File: src/rtl/matriz_lane_scroller.sv
// Four-lane LED column scroller: shifts lanes one row toward Fila8 per prescaler period, one new top row per scroll.
// Latency: accepted pattern enters on the next scroll after the accept clock; Tick/Exit are registered one clock after the scroll.
// Backpressure: PatternReady drops while a pattern is buffered (or outside RUN/PAUSE); Valid without Ready is ignored.
module matriz_lane_scroller #(
  parameter int DATAWIDTH     = 8,
  parameter int PRESC_WIDTH   = 22,
  parameter int SCROLL_PERIOD = 2500000
) (
  input  logic                 MatrizCtrl_CLOCK_50,
  input  logic                 MatrizCtrl_RESET_InLow,
  input  logic                 MatrizCtrl_Start_In,
  input  logic                 MatrizCtrl_Stop_In,
  input  logic                 MatrizCtrl_Pause_In,
  input  logic [3:0]           MatrizCtrl_Pattern_In,
  input  logic                 MatrizCtrl_PatternValid_In,
  output logic                 MatrizCtrl_PatternReady_Out,
  output logic [DATAWIDTH-1:0] MatrizCtrl_Izq2_Out,
  output logic [DATAWIDTH-1:0] MatrizCtrl_Izq1_Out,
  output logic [DATAWIDTH-1:0] MatrizCtrl_Der1_Out,
  output logic [DATAWIDTH-1:0] MatrizCtrl_Der2_Out,
  output logic                 MatrizCtrl_Tick_Out,
  output logic [3:0]           MatrizCtrl_Exit_Out,
  output logic [1:0]           MatrizCtrl_State_Out
);

  typedef enum logic [1:0] {
    ST_IDLE  = 2'b00,
    ST_RUN   = 2'b01,
    ST_PAUSE = 2'b10,
    ST_FLUSH = 2'b11
  } state_t;

  localparam logic [PRESC_WIDTH-1:0] PRESC_TERM = PRESC_WIDTH'(SCROLL_PERIOD - 1);
  localparam logic [PRESC_WIDTH-1:0] PRESC_ONE  = PRESC_WIDTH'(1);

  state_t                 state;
  state_t                 state_nxt;
  logic [DATAWIDTH-1:0]   lane_izq2;
  logic [DATAWIDTH-1:0]   lane_izq1;
  logic [DATAWIDTH-1:0]   lane_der1;
  logic [DATAWIDTH-1:0]   lane_der2;
  logic [3:0]             buf_pat;
  logic                   buf_full;
  logic [PRESC_WIDTH-1:0] presc;
  logic [3:0]             exit_bits;
  logic                   tick;

  logic                   counting;
  logic                   scroll;
  logic                   ready;
  logic                   accept;
  logic                   lanes_zero;
  logic                   start_clear;
  logic                   flush_entry;
  logic [3:0]             new_bits;

  // Prescaler only advances in RUN/FLUSH; the scroll fires on its terminal count.
  assign counting    = (state == ST_RUN) || (state == ST_FLUSH);
  assign scroll      = counting && (presc == PRESC_TERM);
  assign ready       = ~buf_full && ((state == ST_RUN) || (state == ST_PAUSE));
  assign accept      = MatrizCtrl_PatternValid_In && ready;
  assign lanes_zero  = ~|{lane_izq2, lane_izq1, lane_der1, lane_der2};
  assign start_clear = (state == ST_IDLE) && MatrizCtrl_Start_In;
  assign flush_entry = (state_nxt == ST_FLUSH) && (state != ST_FLUSH);
  // Only a pattern already buffered before this clock may enter; no accept-to-scroll bypass.
  assign new_bits    = (state == ST_RUN && buf_full) ? buf_pat : 4'b0000;

  // State register.
  always_ff @(posedge MatrizCtrl_CLOCK_50 or negedge MatrizCtrl_RESET_InLow) begin
    if (!MatrizCtrl_RESET_InLow) begin
      state <= ST_IDLE;
    end else begin
      state <= state_nxt;
    end
  end

  // Next-state decode, priority Stop > Pause > Start.
  always_comb begin
    state_nxt = state;
    case (state)
      ST_IDLE:  if (MatrizCtrl_Start_In) state_nxt = ST_RUN;
      ST_RUN: begin
        if (MatrizCtrl_Stop_In)       state_nxt = ST_FLUSH;
        else if (MatrizCtrl_Pause_In) state_nxt = ST_PAUSE;
      end
      ST_PAUSE: begin
        if (MatrizCtrl_Stop_In)        state_nxt = ST_FLUSH;
        else if (!MatrizCtrl_Pause_In) state_nxt = ST_RUN;
      end
      ST_FLUSH: if (lanes_zero) state_nxt = ST_IDLE;
      default:  state_nxt = ST_IDLE;
    endcase
  end

  // Lane shift, exit capture, prescaler and single-entry pattern buffer.
  always_ff @(posedge MatrizCtrl_CLOCK_50 or negedge MatrizCtrl_RESET_InLow) begin
    if (!MatrizCtrl_RESET_InLow) begin
      lane_izq2 <= '0;
      lane_izq1 <= '0;
      lane_der1 <= '0;
      lane_der2 <= '0;
      buf_pat   <= 4'b0000;
      buf_full  <= 1'b0;
      presc     <= '0;
      exit_bits <= 4'b0000;
      tick      <= 1'b0;
    end else begin
      tick <= scroll;
      if (start_clear) begin
        lane_izq2 <= '0;
        lane_izq1 <= '0;
        lane_der1 <= '0;
        lane_der2 <= '0;
        buf_pat   <= 4'b0000;
        buf_full  <= 1'b0;
        presc     <= '0;
        exit_bits <= 4'b0000;
      end else begin
        if (state == ST_IDLE) begin
          presc <= '0;
        end else if (counting) begin
          presc <= scroll ? '0 : presc + PRESC_ONE;
        end

        if (scroll) begin
          exit_bits <= {lane_der2[DATAWIDTH-1], lane_der1[DATAWIDTH-1],
                        lane_izq1[DATAWIDTH-1], lane_izq2[DATAWIDTH-1]};
          lane_izq2 <= {lane_izq2[DATAWIDTH-2:0], new_bits[0]};
          lane_izq1 <= {lane_izq1[DATAWIDTH-2:0], new_bits[1]};
          lane_der1 <= {lane_der1[DATAWIDTH-2:0], new_bits[2]};
          lane_der2 <= {lane_der2[DATAWIDTH-2:0], new_bits[3]};
        end

        // Entering FLUSH drops any buffered pattern, even one accepted this clock.
        if (flush_entry) begin
          buf_full <= 1'b0;
        end else if (accept) begin
          buf_full <= 1'b1;
          buf_pat  <= MatrizCtrl_Pattern_In;
        end else if (scroll) begin
          buf_full <= 1'b0;
        end
      end
    end
  end

  assign MatrizCtrl_PatternReady_Out = ready;
  assign MatrizCtrl_Izq2_Out         = lane_izq2;
  assign MatrizCtrl_Izq1_Out         = lane_izq1;
  assign MatrizCtrl_Der1_Out         = lane_der1;
  assign MatrizCtrl_Der2_Out         = lane_der2;
  assign MatrizCtrl_Tick_Out         = tick;
  assign MatrizCtrl_Exit_Out         = exit_bits;
  assign MatrizCtrl_State_Out        = state;

endmodule

File: config.mk
export PLATFORM = sky130hd
export DESIGN_NAME = matriz_lane_scroller
export DESIGN_NICKNAME = d
export VERILOG_FILES = /design/src/rtl/matriz_lane_scroller.sv
export SDC_FILE = /design/constraint.sdc
export NUM_CORES = 1
export LEC_CHECK = 0
export ABC_AREA = 1
export BUFFER_PORTS_ARGS = -buffer_cell sky130_fd_sc_hd__buf_2
export CAP_MARGIN = 20
export CORE_MARGIN = 5
export CORE_UTILIZATION = 40
export CTS_CLUSTER_SIZE = 24
export DETAILED_ROUTE_END_ITERATION = 8
export SKIP_LAST_GASP = 1
export SYNTH_ARGS = -nofsm -noshare
export SYNTH_HDL_FRONTEND = slang
export SYNTH_SLANG_ARGS = --single-unit
File: constraint.sdc
create_clock -name MatrizCtrl_CLOCK_50 -period 3.5 [get_ports MatrizCtrl_CLOCK_50]
set_input_delay 0.35 -clock MatrizCtrl_CLOCK_50 [delete_from_list [all_inputs] [get_ports MatrizCtrl_CLOCK_50]]
set_output_delay 0.35 -clock MatrizCtrl_CLOCK_50 [all_outputs]
set_load 0.05 [all_outputs]
# Word-level counts from Yosys, hierarchy flattened
# Index checks and enable logic that the tools add are counted.
# classes
eq_ne	7
bitwise_logic	1
muxes	29
n_addsub	1
reduce_logical	15
# ops
op	count
$mux 22	4
$mux 8	8
$reduce_or 32->1	1
$mux 4	6
$add 22x1->22 const B	1
$eq 22x22->1 const B	1
$mux 2	6
$pmux 2 s4	1
$eq 2x2->1 const B	3
$logic_and 1x1->1	6
$mux 1	4
$ne 2x2->1 const B	2
$reduce_bool 2->1	2
$reduce_bool 4->1	1
$reduce_bool 3->1	1
$eq 2x1->1 const B	1
$logic_not 2->1	1
$logic_or 1x1->1	2
$reduce_and 2->1	1
$not 1->1	1
# word_totals
output_inout_bits	40
inputBits	10
register_bits	66
wordCells	63

# Longest topological paths before layout
# depth
ltp_word	7
ltp_mapped	12
ltp_nobuf	12

# Least setup slack after synthesis
# No wires, ideal clock.
# synth_path
path_type	register to register
start	register state[0] (netlist: MatrizCtrl_State_Out[0])
end	register buf_pat[0]
setup_time_ns	0.117
setup_slack_ns	1.006
stages_incl_launch_ff	10
n_path_buf	0
t_arrival_ns	2.377
period_less_slack_ns	2.494
t_required_ns	3.383
cell_sequence	dfrtp_1 > inv_1 > ha_1 > inv_1 > nor2_1 > nand2_1 > nand2_1 > nand2_1 > nand2_1 > nand2_1
# synth_via
word_cells_on_any_way	22
cone_classes	eq/ne: 6; mux: 8; reduce/logical: 8
# synth_rtl
element	line	source
start, declared	36	state_t state;
start signal, assigned	73	state <= state_nxt;
$eq 2x1->1 or $eq 2x2->1 (tied branches)	60	assign ready = ~buf_full && ((state == ST_RUN) || (state == ST_PAUSE));
$logic_or 1x1->1 *	60	
$logic_and 1x1->1 *	60	
named net MatrizCtrl_PatternReady_Out	16	output logic MatrizCtrl_PatternReady_Out,
$logic_and 1x1->1 *	61	assign accept = MatrizCtrl_PatternValid_In && ready;
$reduce_bool 2->1 (no line) *	-	
$reduce_and 2->1 (no line) *	-	
end signal, assigned	139	buf_pat <= MatrizCtrl_Pattern_In;
end, declared	42	logic [3:0] buf_pat;
# The timed path passes the listed nets; every way through them passes the cells marked *.
# A chain may end at the register's enable or synchronous reset.

# Worst setup path in the final report
# layout_path
start	register state[0] (netlist: MatrizCtrl_State_Out[0])
end	register buf_full
# layout_via
elab_chain_cells	7
word_cells_on_any_way	24
cone_classes	eq/ne: 5; mux: 10; reduce/logical: 9
# layout_rtl
element	line	source
$mux 2 (tied with other cells)	88	else if (!MatrizCtrl_Pause_In) state_nxt = ST_RUN;
$mux 2 (tied with other cells)	87	if (MatrizCtrl_Stop_In) state_nxt = ST_FLUSH;
$pmux 2 s4 or $logic_and 1x1->1 (tied branches)	80, 60	
$eq 2x2->1 or $logic_and 1x1->1 (tied branches)	64, 61	
$logic_and 1x1->1 or $mux 1 (tied branches)	64, 137	
$mux 1	135	if (flush_entry) begin
$mux 1	109	if (start_clear) begin
end signal, assigned	115	buf_full <= 1'b0;
end signal, assigned	136	buf_full <= 1'b0;
end signal, assigned	138	buf_full <= 1'b1;
end, declared	43	logic buf_full;
# Several ways; a longest one is shown, not always the timed one.

==> results by group <==
Outcome
  • Status: finished clean

Global route
  • First-pass GRT wire length: 13600 um
  • Largest net degree at the start of global routing: 48
  • Antenna violations before repair: 0
  • GRT overflow: 0
  • GRT Util Overall: 0.165
  • Vias in the first global route: 2799

Timing
  • Max_slew headroom: 0.558
  • Skew final: 0.0105 ns
  • Final worst path period need: 2.34 ns
  • Final hold slack: 0.304 ns
  • RSZ-0062 raised after global routing: false
  • Final Cycle Share: 0.667
  • Final Slew Violations: 0
  • Setup TNS: 0 ns
  • Final hold violations: 0
  • Max frequency: 428 MHz
  • Worst-margin pin slew: 0.661 ns
  • Final setup viols: 0

Clocking
  • Num CTS Buffers: 9
  • Clk slew on worst S/H paths: 0.08 ns
  • CTS root buf: clkbuf_8
  • CTS tree: built
  • Num Clock Sinks: 66
  • Maximum clock path buffer count: 2
  • Skew-Pair Late Insertion Delay: 0.36 ns
  • CTS H-Tree Depth: 3

Placed design
  • Post-DP Area: 3690 sq um
  • Hpwl dp: 5460 um
  • PortBufs: 49
  • Placed Cells: 556
  • Gpl congestion: 0.848

Cells and area
  • Ant diodes: 0
  • Commonest non-fill, non-tap cell in the layout: nand2_1
  • Filler instances: 828
  • Nets: 480
  • Commonest non-fill, non-tap cells in the layout: nand2_1, dfrtp_1, nand3_1, nor2_1, buf_2
  • Design Area, Final: 3920 sq um
  • Area Growth Syn to Fin: 15.5%
  • Cell Count, Final, Fillers Out: 574
  • Share of cells above drive strength 1: 0.186

Synthesis
  • Compound-cell area share of the yosys netlist: 0.0792
  • Xor and xnor area share after synthesis: 0.0284
  • Avg Inst Size Synth: 8.23 sq um
  • Cell variety after synth: 40
  • Seq cells post-synth: 66
  • Synth Net Count: 429
  • Mapped cell area: 3400 sq um
  • EDFF count, synth: 0
  • Mux cell area share after synthesis: 0
  • Syn. warnings: 0
  • Register area share after synthesis: 0.486
  • Share of flip-flops with an asynchronous set or reset: 1.00
  • Largest family of logic cells by synthesized area: simple AND/OR/NAND/NOR gates
  • Synth Area in Simple Gates: 0.310
  • Post-synth top flop: dfrtp_1
  • Synthesized instance count: 413
  • Adder-cell area share of the yosys netlist: 0.0221

Die
  • CORE AREA: 8260 sq um
  • Die area: 10400 sq um
  • Initial Util: 0.411
  • Die height: 102 um
  • # IOs: 50
  • Die outline width: 102 um
  • # rows: 33

Critical path
  • Worst setup path end: buf_full$_DFFE_PN0P_
  • Slowest cell on crit path: nand2_1
  • Crit-path cells: inv_1 -> ha_1 -> nand2_1 -> nand2_4 -> inv_2 -> nand3_1 -> nand2_1
  • R2R depth: 7
  • CP startpoint kind: flip-flop
  • FF-to-FF End: buf_full$_DFFE_PN0P_
  • Setup crit end kind: flip-flop
  • Cell mode on critical path: nand2_1
  • CP delay by family, top: simple AND/OR/NAND/NOR gates
  • R2R Path Start: MatrizCtrl_State_Out[0]$_DFF_PN0_
  • Max incr delay on CP: 0.51 ns
  • R2r setup slk: 1.16 ns
  • CP Class: flip-flop to flip-flop
  • Critical Path AT: 2.63 ns
  • Worst Path Buf+Inv: 2
  • Crit Path Max Fanout: 31
  • Worst Setup SP: MatrizCtrl_State_Out[0]$_DFF_PN0_
  • CP Depth: 7
  • Crit path required time: 3.79 ns

Route
  • DRT Pass-1 Iters: 4
  • Via count: 2834
  • DR iter-0 viols: 145
  • Number of routed nets with antenna violations: 0
  • Final wirelength: 7670 um
  • Wire length per cell: 13.4 um
  • DRC: 0
  • Via-to-Cell Ratio: 4.94

Pwr
  • Power Dens Cells: 550 nW/um^2
  • Pwr Total: 0.00216 W
  • Pleak: 2.09 nW
  • Maximum vdd drop: 0.421 mV

Worst hold path
  • Worst hold path class: input port to flip-flop

Flow run
  • Max_cap viols: 0
## stage by stage
stage	utilization	worst slack, ns
after global placement	0.447	1.30
after CTS	0.472	1.17
after detailed placement	0.447	1.20
final	0.475	1.16
after global routing	0.475	0.934
after floorplan	-	1.01
## registers in the layout, indices dropped and copies added (netlist names)
| name | cells |
|---|---|
| buf_full | 1 |
| MatrizCtrl_State_Out | 2 |
| MatrizCtrl_Izq1_Out | 8 |
| MatrizCtrl_Der2_Out | 8 |
| MatrizCtrl_Der1_Out | 8 |
| presc | 22 |
| MatrizCtrl_Tick_Out | 1 |
| MatrizCtrl_Exit_Out | 4 |
| buf_pat | 4 |
| MatrizCtrl_Izq2_Out | 8 |
## worst register-to-register path, cell delays in order, from the launching register on
cell and delay (ns):
dfrtp_1 0.45, inv_1 0.15, ha_1 0.28, nand2_1 0.51, nand2_4 0.17, inv_2 0.47, nand3_1 0.15, nand2_1 0.09
## cell families after synthesis
group,count (synthesis)
xor gates and xnor gates,11
adders and majority gates,6
DFF,66
AOI/OAI and AO/OA,43
buffers and inverters,54
and+or+nand+nor,233
## synth_stat cells (2+ instances only)
master	count	area [sq um]
buf_2	2	10.0
buf_4	4	30.0
buf_6	4	45.0
clkbuf_1	3	11.3
dfrtp_1	66	1650
ha_1	6	75.1
inv_1	37	139
inv_2	4	15.0
nand2_1	108	405
nand2_4	3	33.8
nand3_1	49	245
nand3b_1	2	15.0
nand4_1	3	18.8
nor2_1	49	184
nor3_1	7	35.0
nor4_1	3	18.8
o21ai_0	20	100
o21ai_1	4	20.0
o21ai_2	4	35.0
o21bai_1	2	15.0
o22ai_1	3	18.8
o31ai_1	3	22.5
xnor2_1	2	17.5
xor2_1	9	78.8
## power by group
part | internal (W) | leakage, nW | total, W | switching (W)
clock network | 0.000335 | 0.100 | 0.000663 | 0.000328
logic | 0.000163 | 1.08 | 0.000618 | 0.000456
registers | 0.000822 | 0.908 | 0.000877 | 0.0000548
total | 0.00132 | 2.09 | 0.00216 | 0.000839
## routing by layer
layer	part of all wire	track usage	routed length, um	vias to the layer above
li1	-	-	-	1446
met1	0.50	0.232	3840	1325
met2	0.44	0.251	3350	53
met3	0.046	0.0362	350	10
met4	0.017	0.0636	128	0
met5	0	0	0	-
## worst min path at each step
stage	start	endpoint	slack (ns)	cells past startpoint
6_report	MatrizCtrl_Start_In	MatrizCtrl_State_Out[1]$_DFF_PN0_	0.30	4
4_1_cts	MatrizCtrl_RESET_InLow	buf_pat[1]$_DFFE_PN0P_	0.21	1
2_1_floorplan	MatrizCtrl_RESET_InLow	MatrizCtrl_Der1_Out[0]$_DFFE_PN0P_	0.05	0
5_1_grt	MatrizCtrl_Pattern_In[0]	buf_pat[0]$_DFFE_PN0P_	0.31	5
3_5_place_dp	buf_pat[3]$_DFFE_PN0P_	buf_pat[3]$_DFFE_PN0P_	0.46	2
3_3_place_gp	MatrizCtrl_Exit_Out[3]$_DFFE_PN0P_	MatrizCtrl_Exit_Out[3]$_DFFE_PN0P_	0.47	2
## area by class of cell
type | instances | area (sq um) | area share
Sequential cell | 66 | 1650 | 0.421
Multi-Input combinational cell | 293 | 1500 | 0.381
Timing Repair Buffer | 53 | 290 | 0.0740
Inverter | 41 | 154 | 0.0392
Tap cell | 105 | 131 | 0.0335
Clock buffer | 9 | 124 | 0.0316
Clock inverter | 7 | 77.6 | 0.0198
## timing repair
| action | 4_1_cts | 5_1_grt |
|---|---|---|
| endpoints found under the hold margin | 0 | 16 |
| hold buffers | 0 | 1 |
| endpoints found under the setup margin | 0 | 0 |
| buffers inserted | 0 | 0 |
| resized for setup | 0 | 0 |
Note: power is estimated with default switching activity, not from simulation.
